--- src/rtl/led_fade_pkg.sv ---
// Shared types and helpers for the LED fade output stage.
// Holds the ramp state encoding and the duty ceiling helper.

package led_fade_pkg;

    typedef enum logic [1:0] {
        ST_OFF  = 2'd0,
        ST_UP   = 2'd1,
        ST_ON   = 2'd2,
        ST_DOWN = 2'd3
    } fade_state_t;

    // Full-scale duty for a given PWM width (2^bits - 1).
    function automatic int unsigned duty_max(
        input int unsigned bits
    );
        if (bits >= 32) begin
            return 32'hFFFF_FFFF;
        end
        return (32'd1 << bits) - 32'd1;
    endfunction

endpackage

--- src/rtl/led_fade_driver_if.sv ---
// Pin-side bundle of the fade driver: blink level in, PWM and status out.
// Ports: IN_LEVEL (level in), LED (PWM out), DUTY (duty), BUSY (ramping).

interface led_fade_driver_if #(
    parameter int PWM_BITS = 8
);

    logic                IN_LEVEL;
    logic                LED;
    logic [PWM_BITS-1:0] DUTY;
    logic                BUSY;

    // master: the environment driving the level and watching the pin
    modport master (
        output IN_LEVEL,
        input  LED,
        input  DUTY,
        input  BUSY
    );

    // slave: the fade driver itself
    modport slave (
        input  IN_LEVEL,
        output LED,
        output DUTY,
        output BUSY
    );

endinterface

--- src/rtl/led_pwm_gen.sv ---
// Free-running PWM counter with a registered duty compare.
// Ports: CLK, RST (sync, active-high), DUTY (in), LED (registered out).

module led_pwm_gen
    import led_fade_pkg::*;
#(
    parameter int PWM_BITS = 8
) (
    input  logic                CLK,
    input  logic                RST,
    input  logic [PWM_BITS-1:0] DUTY,
    output logic                LED
);

    localparam logic [PWM_BITS-1:0] DMAX =
        PWM_BITS'(duty_max(PWM_BITS));

    logic [PWM_BITS-1:0] pcnt;

    // Full scale is forced solid; the plain compare would
    // drop one cycle per period at DUTY == MAX.
    always_ff @(posedge CLK) begin
        if (RST) begin
            pcnt <= '0;
            LED  <= 1'b0;
        end else begin
            pcnt <= pcnt + 1'b1;
            LED  <= (DUTY == DMAX) | (pcnt < DUTY);
        end
    end

endmodule

--- src/rtl/led_fade_driver.sv ---
// Fades the board LED up/down following the blink generator level.
// Ports: CLK, RST (sync, active-high), io (slave: IN_LEVEL, LED, DUTY, BUSY).

module led_fade_driver
    import led_fade_pkg::*;
#(
    parameter int PWM_BITS    = 8,
    parameter int STEP_CYCLES = 50000
) (
    input  logic                 CLK,
    input  logic                 RST,
    led_fade_driver_if.slave     io
);

    localparam int SW = $clog2(STEP_CYCLES);

    localparam logic [SW-1:0] SLAST =
        SW'(STEP_CYCLES - 1);

    localparam logic [PWM_BITS-1:0] DMAX =
        PWM_BITS'(duty_max(PWM_BITS));

    logic                s1;
    logic                s2;
    logic                lvl;
    logic [SW-1:0]       scnt;
    logic                step;
    fade_state_t         state;
    logic [PWM_BITS-1:0] duty;
    logic [PWM_BITS:0]   duty_inc;
    logic                led_q;

    // Two-flop synchroniser for the asynchronous blink level.
    always_ff @(posedge CLK) begin
        if (RST) begin
            s1 <= 1'b0;
            s2 <= 1'b0;
        end else begin
            s1 <= io.IN_LEVEL;
            s2 <= s1;
        end
    end

    assign lvl = s2;

    // Free-running step prescaler, never re-phased by the level.
    always_ff @(posedge CLK) begin
        if (RST) begin
            scnt <= '0;
        end else if (scnt == SLAST) begin
            scnt <= '0;
        end else begin
            scnt <= scnt + 1'b1;
        end
    end

    assign step     = (scnt == SLAST);
    assign duty_inc = {1'b0, duty} + 1'b1;

    // Ramp FSM. A level reversal always beats a step.
    // A reversal right after an end point leaves UP at MAX
    // or DOWN at 0; the next step then only settles the
    // state, so DUTY never wraps.
    always_ff @(posedge CLK) begin
        if (RST) begin
            state <= ST_OFF;
            duty  <= '0;
        end else begin
            unique case (state)
                ST_OFF: begin
                    if (lvl) begin
                        state <= ST_UP;
                    end
                end
                ST_UP: begin
                    if (!lvl) begin
                        state <= ST_DOWN;
                    end else if (step) begin
                        if (duty == DMAX) begin
                            state <= ST_ON;
                        end else begin
                            duty <= duty_inc[PWM_BITS-1:0];
                            if (duty_inc == {1'b0, DMAX}) begin
                                state <= ST_ON;
                            end
                        end
                    end
                end
                ST_ON: begin
                    if (!lvl) begin
                        state <= ST_DOWN;
                    end
                end
                ST_DOWN: begin
                    if (lvl) begin
                        state <= ST_UP;
                    end else if (step) begin
                        if (duty == '0) begin
                            state <= ST_OFF;
                        end else begin
                            duty <= duty - 1'b1;
                            if (duty == PWM_BITS'(1)) begin
                                state <= ST_OFF;
                            end
                        end
                    end
                end
            endcase
        end
    end

    led_pwm_gen #(
        .PWM_BITS (PWM_BITS)
    ) u_pwm (
        .CLK  (CLK),
        .RST  (RST),
        .DUTY (duty),
        .LED  (led_q)
    );

    assign io.LED  = led_q;
    assign io.DUTY = duty;
    assign io.BUSY = (state == ST_UP) | (state == ST_DOWN);

endmodule

--- src/flat_wrapper.sv ---
// flat-port wrapper written by rule: the top's interface ports become plain ports
module led_fade_driver_flat import led_fade_pkg::*;
#(
    parameter int PWM_BITS    = 8,
    parameter int STEP_CYCLES = 50000
)
  (CLK, RST, io_IN_LEVEL, io_LED, io_DUTY, io_BUSY);
  led_fade_driver_if #(.PWM_BITS(PWM_BITS)) io_i ();
  input  logic CLK;
  input  logic RST;
  input wire logic [$bits(io_i.IN_LEVEL)-1:0] io_IN_LEVEL;
  output wire logic [$bits(io_i.LED)-1:0] io_LED;
  output wire logic [$bits(io_i.DUTY)-1:0] io_DUTY;
  output wire logic [$bits(io_i.BUSY)-1:0] io_BUSY;
  assign io_i.IN_LEVEL = io_IN_LEVEL;
  assign io_LED = io_i.LED;
  assign io_DUTY = io_i.DUTY;
  assign io_BUSY = io_i.BUSY;
  led_fade_driver #(.PWM_BITS(PWM_BITS), .STEP_CYCLES(STEP_CYCLES)) u_core (.CLK(CLK), .RST(RST), .io(io_i));
endmodule
--- config.mk ---
export PLATFORM = sky130hd
export DESIGN_NAME = led_fade_driver_flat
export DESIGN_NICKNAME = d
export VERILOG_FILES = /design/src/rtl/led_fade_pkg.sv /design/src/rtl/led_fade_driver_if.sv /design/src/rtl/led_pwm_gen.sv /design/src/rtl/led_fade_driver.sv /design/src/flat_wrapper.sv
export SDC_FILE = /design/constraint.sdc
export NUM_CORES = 1
export LEC_CHECK = 0
export BUFFER_PORTS_ARGS = -buffer_cell sky130_fd_sc_hd__buf_2
export CORE_MARGIN = 2
export CORE_UTILIZATION = 60
export DETAILED_ROUTE_END_ITERATION = 7
export PLACE_DENSITY = 0.79
export SLEW_MARGIN = 20
export SYNTH_ARGS = -nofsm -noshare
export SYNTH_HDL_FRONTEND = slang
export SYNTH_SLANG_ARGS = --single-unit
--- constraint.sdc ---
create_clock -name CLK -period 2.5 [get_ports CLK]
set_input_delay 0.125 -clock CLK [delete_from_list [all_inputs] [get_ports CLK]]
set_output_delay 0.125 -clock CLK [all_outputs]
set_load 0.02 [all_outputs]
==> out/qor.yml <==
start_kind: "flip-flop"
grt_max_degree: 28
die_area_sq_um: 3920
vias: 1687
gr-usage-all-layers: 0.219
ff2ff_setup_slack_ns: 0.38
io_pins: 13
avgSynthCellArea_sq_um: 8.49
max-vdd-ir-drop_mv: 0.311
path_max_fanout: 13
cts_sinks: 37
start_util: 0.623
synth_area_sq_um: 2060
setup_tns_ns: 0
synth_enable_flop_cells: 0
ys_seq_area_frac: 0.359
dp.cells: 295
hold_path.class: "input port to flip-flop"
clock_path_buffers: 2
cts_tree: "done"
core_sq_um: 3310
max_freq_ghz: 0.471
post-route-period-util: 0.849
min_period_ns: 2.12
crit_arrival_ns: 2.36
ys_types: 41
place.gp.congestion: 0.938
wire_per_inst_um: 12.8
numCtsBuffers: 5
async_reset_ff_frac: 0
clockRootBuffer: "clkbuf_4"
path_class: "flip-flop to flip-flop"
drtAntennaViolNets: 0
endpoint_kind: "flip-flop"
diodes: 0
area_delta_synth_final_pct: 9.76
ys_warn_count: 0
status: "finished, final reports clean"
drtIter0Drc: 129
insertion_delay_ns: 0.34
die_w_um: 62.6
hold_viol: 0
final_max_slew_viol_count: 0
netlist_instances: 243
layoutNonFillerInstCount: 304
fin_worst_skew_ns: 0.00724
power_w: 0.00110
die_y_um: 62.6
io_buffers: 12
hpwl_um: 2900
required_ns: 2.74
antenna_found_initial: 0
cellLeakagePower_nw: 0.887
worst_pin_slew_ns: 0.606
drc: 0
firstDrtPassIters: 4
clk_pin_slew_ns: 0.11
yosys_register_bits: 37
drive_above_1_share: 0.116
grt_pass1_wl_um: 6910
post_cts_buffers: 0
cap_violations: 0
power_density_nw_per_um2: 484
syn_nets: 264
grt_overflow: 0
setup_viol: 0
grt_pass1_vias: 1596
htreeDepth: 2
rsz0062_at_grt: "false"
num_rows: 21
routed_wl_um: 3900
synthFlopType: "dfxtp_1"
vias_per_cell: 5.55
nets: 278
slew_headroom: 0.592
[where the power goes]
group | internal, W | switching (W)
clock | 0.000239 | 0.000194
combinational | 0.0000227 | 0.0000286
sequential | 0.000601 | 0.0000101
[cell usage in the layout, fill, tap and decap left out, types with 2 or more instances in the layout]
master / netlist / final
nor3_1: 2 / 2
or3_1: 4 / 4
nand2b_1: 5 / 5
nand4_1: 3 / 3
a21boi_0: 2 / 2
xor2_1: 14 / 14
a211oi_1: 2 / 2
mux2_1: 2 / 2
nand2_1: 10 / 10
a31oi_1: 3 / 3
nand3_1: 18 / 18
ha_1: 18 / 18
dfxtp_1: 37 / 37
o21ai_0: 9 / 9
o2111ai_1: 2 / 2
or2_2: 2 / 2
xnor2_1: 8 / 8
nor4_1: 4 / 4
and3_1: 5 / 5
clkbuf_4: 0 / 5
buf_2: 3 / 12
buf_4: 0 / 3
nor2_1: 40 / 40
and4_1: 2 / 2
nor2b_1: 3 / 3
mux2i_1: 4 / 4
inv_1: 14 / 14
a21oi_1: 6 / 6
[layout make-up]
cell class	instances	area [sq um]
clock inverters	1	30.0
clock buffers	7	55.1
multi-input cells	183	1240
fillers	281	1050
inverters	14	52.6
repair buffers	16	92.6
well taps	46	57.6
flip-flops and latches	37	741
[flip-flops by register name (all words and copies together) (netlist names)]
name / count
u_core.scnt: 16
u_core.io.DUTY: 8
u_core.u_pwm.pcnt: 8
u_core.state: 2
u_core.lvl: 1
u_core.s1: 1
u_core.u_pwm.LED: 1
[layer usage]
layer | track usage | wire length, um | vias up
met3 | 0.0703 | 184 | 13
met2 | 0.366 | 1790 | 41
met5 | 0 | 0 | -
met4 | 0.0944 | 102 | 0
met1 | 0.257 | 1830 | 766
li1 | - | - | 867
[critical path, cell delays in order (launching register included)]
cell	delay [ns]
dfxtp_1	0.39
inv_1	0.07
ha_1	0.22
or3b_2	0.44
a31oi_1	0.18
o21ai_2	0.19
nor2_1	0.18
mux2_1	0.33
[worst paths after layout]
path / startpoint / end / cells after the start
hold reg to reg: u_core.s1 / u_core.lvl / 1
hold / removal: RST / u_core.u_pwm.pcnt[0] / 2
setup reg to reg: u_core.state[1] / u_core.io.DUTY[3] / 7
setup / recovery: u_core.state[1] / u_core.io.DUTY[3] / 7
[synth_stat cells (5+ instances only)]
cell type | count | area (sq um)
nand2_1 | 10 | 37.5
xnor2_1 | 8 | 70.1
a21oi_1 | 6 | 30.0
ha_1 | 18 | 225
inv_1 | 14 | 52.6
nand3_1 | 18 | 90.1
nor2_1 | 40 | 150
o21ai_0 | 9 | 45.0
and3_1 | 5 | 31.3
clkbuf_1 | 6 | 22.5
xor2_1 | 14 | 123
dfxtp_1 | 37 | 741
nand2b_1 | 5 | 31.3
[repair_timing]
item	4_1_cts	5_1_grt
hold endpoints to repair	1	0
resized for setup	0	1
endpoints found under the setup margin	0	2
hold buffers	1	0
[metrics by stage]
stage          cell area, sq um  setup WS (ns)   util  hold WS, ns
2_1_floorplan              2060          0.485      -        0.253
3_3_place_gp               2170          0.306  0.654        0.335
3_5_place_dp               2170          0.225  0.654        0.340
4_1_cts                    2260          0.204  0.683        0.205
5_1_grt                    2260          0.212  0.684        0.228
6_report                   2260          0.378  0.684        0.210
[logic make-up after synthesis]
family	share of synthesized area
simple gates	0.257
flops	0.359
compound gates	0.102
buf+inv	0.0437
xor+xnor	0.0934
fa+ha+maj	0.109
mux	0.0358
(Power assumes the default switching activity.)
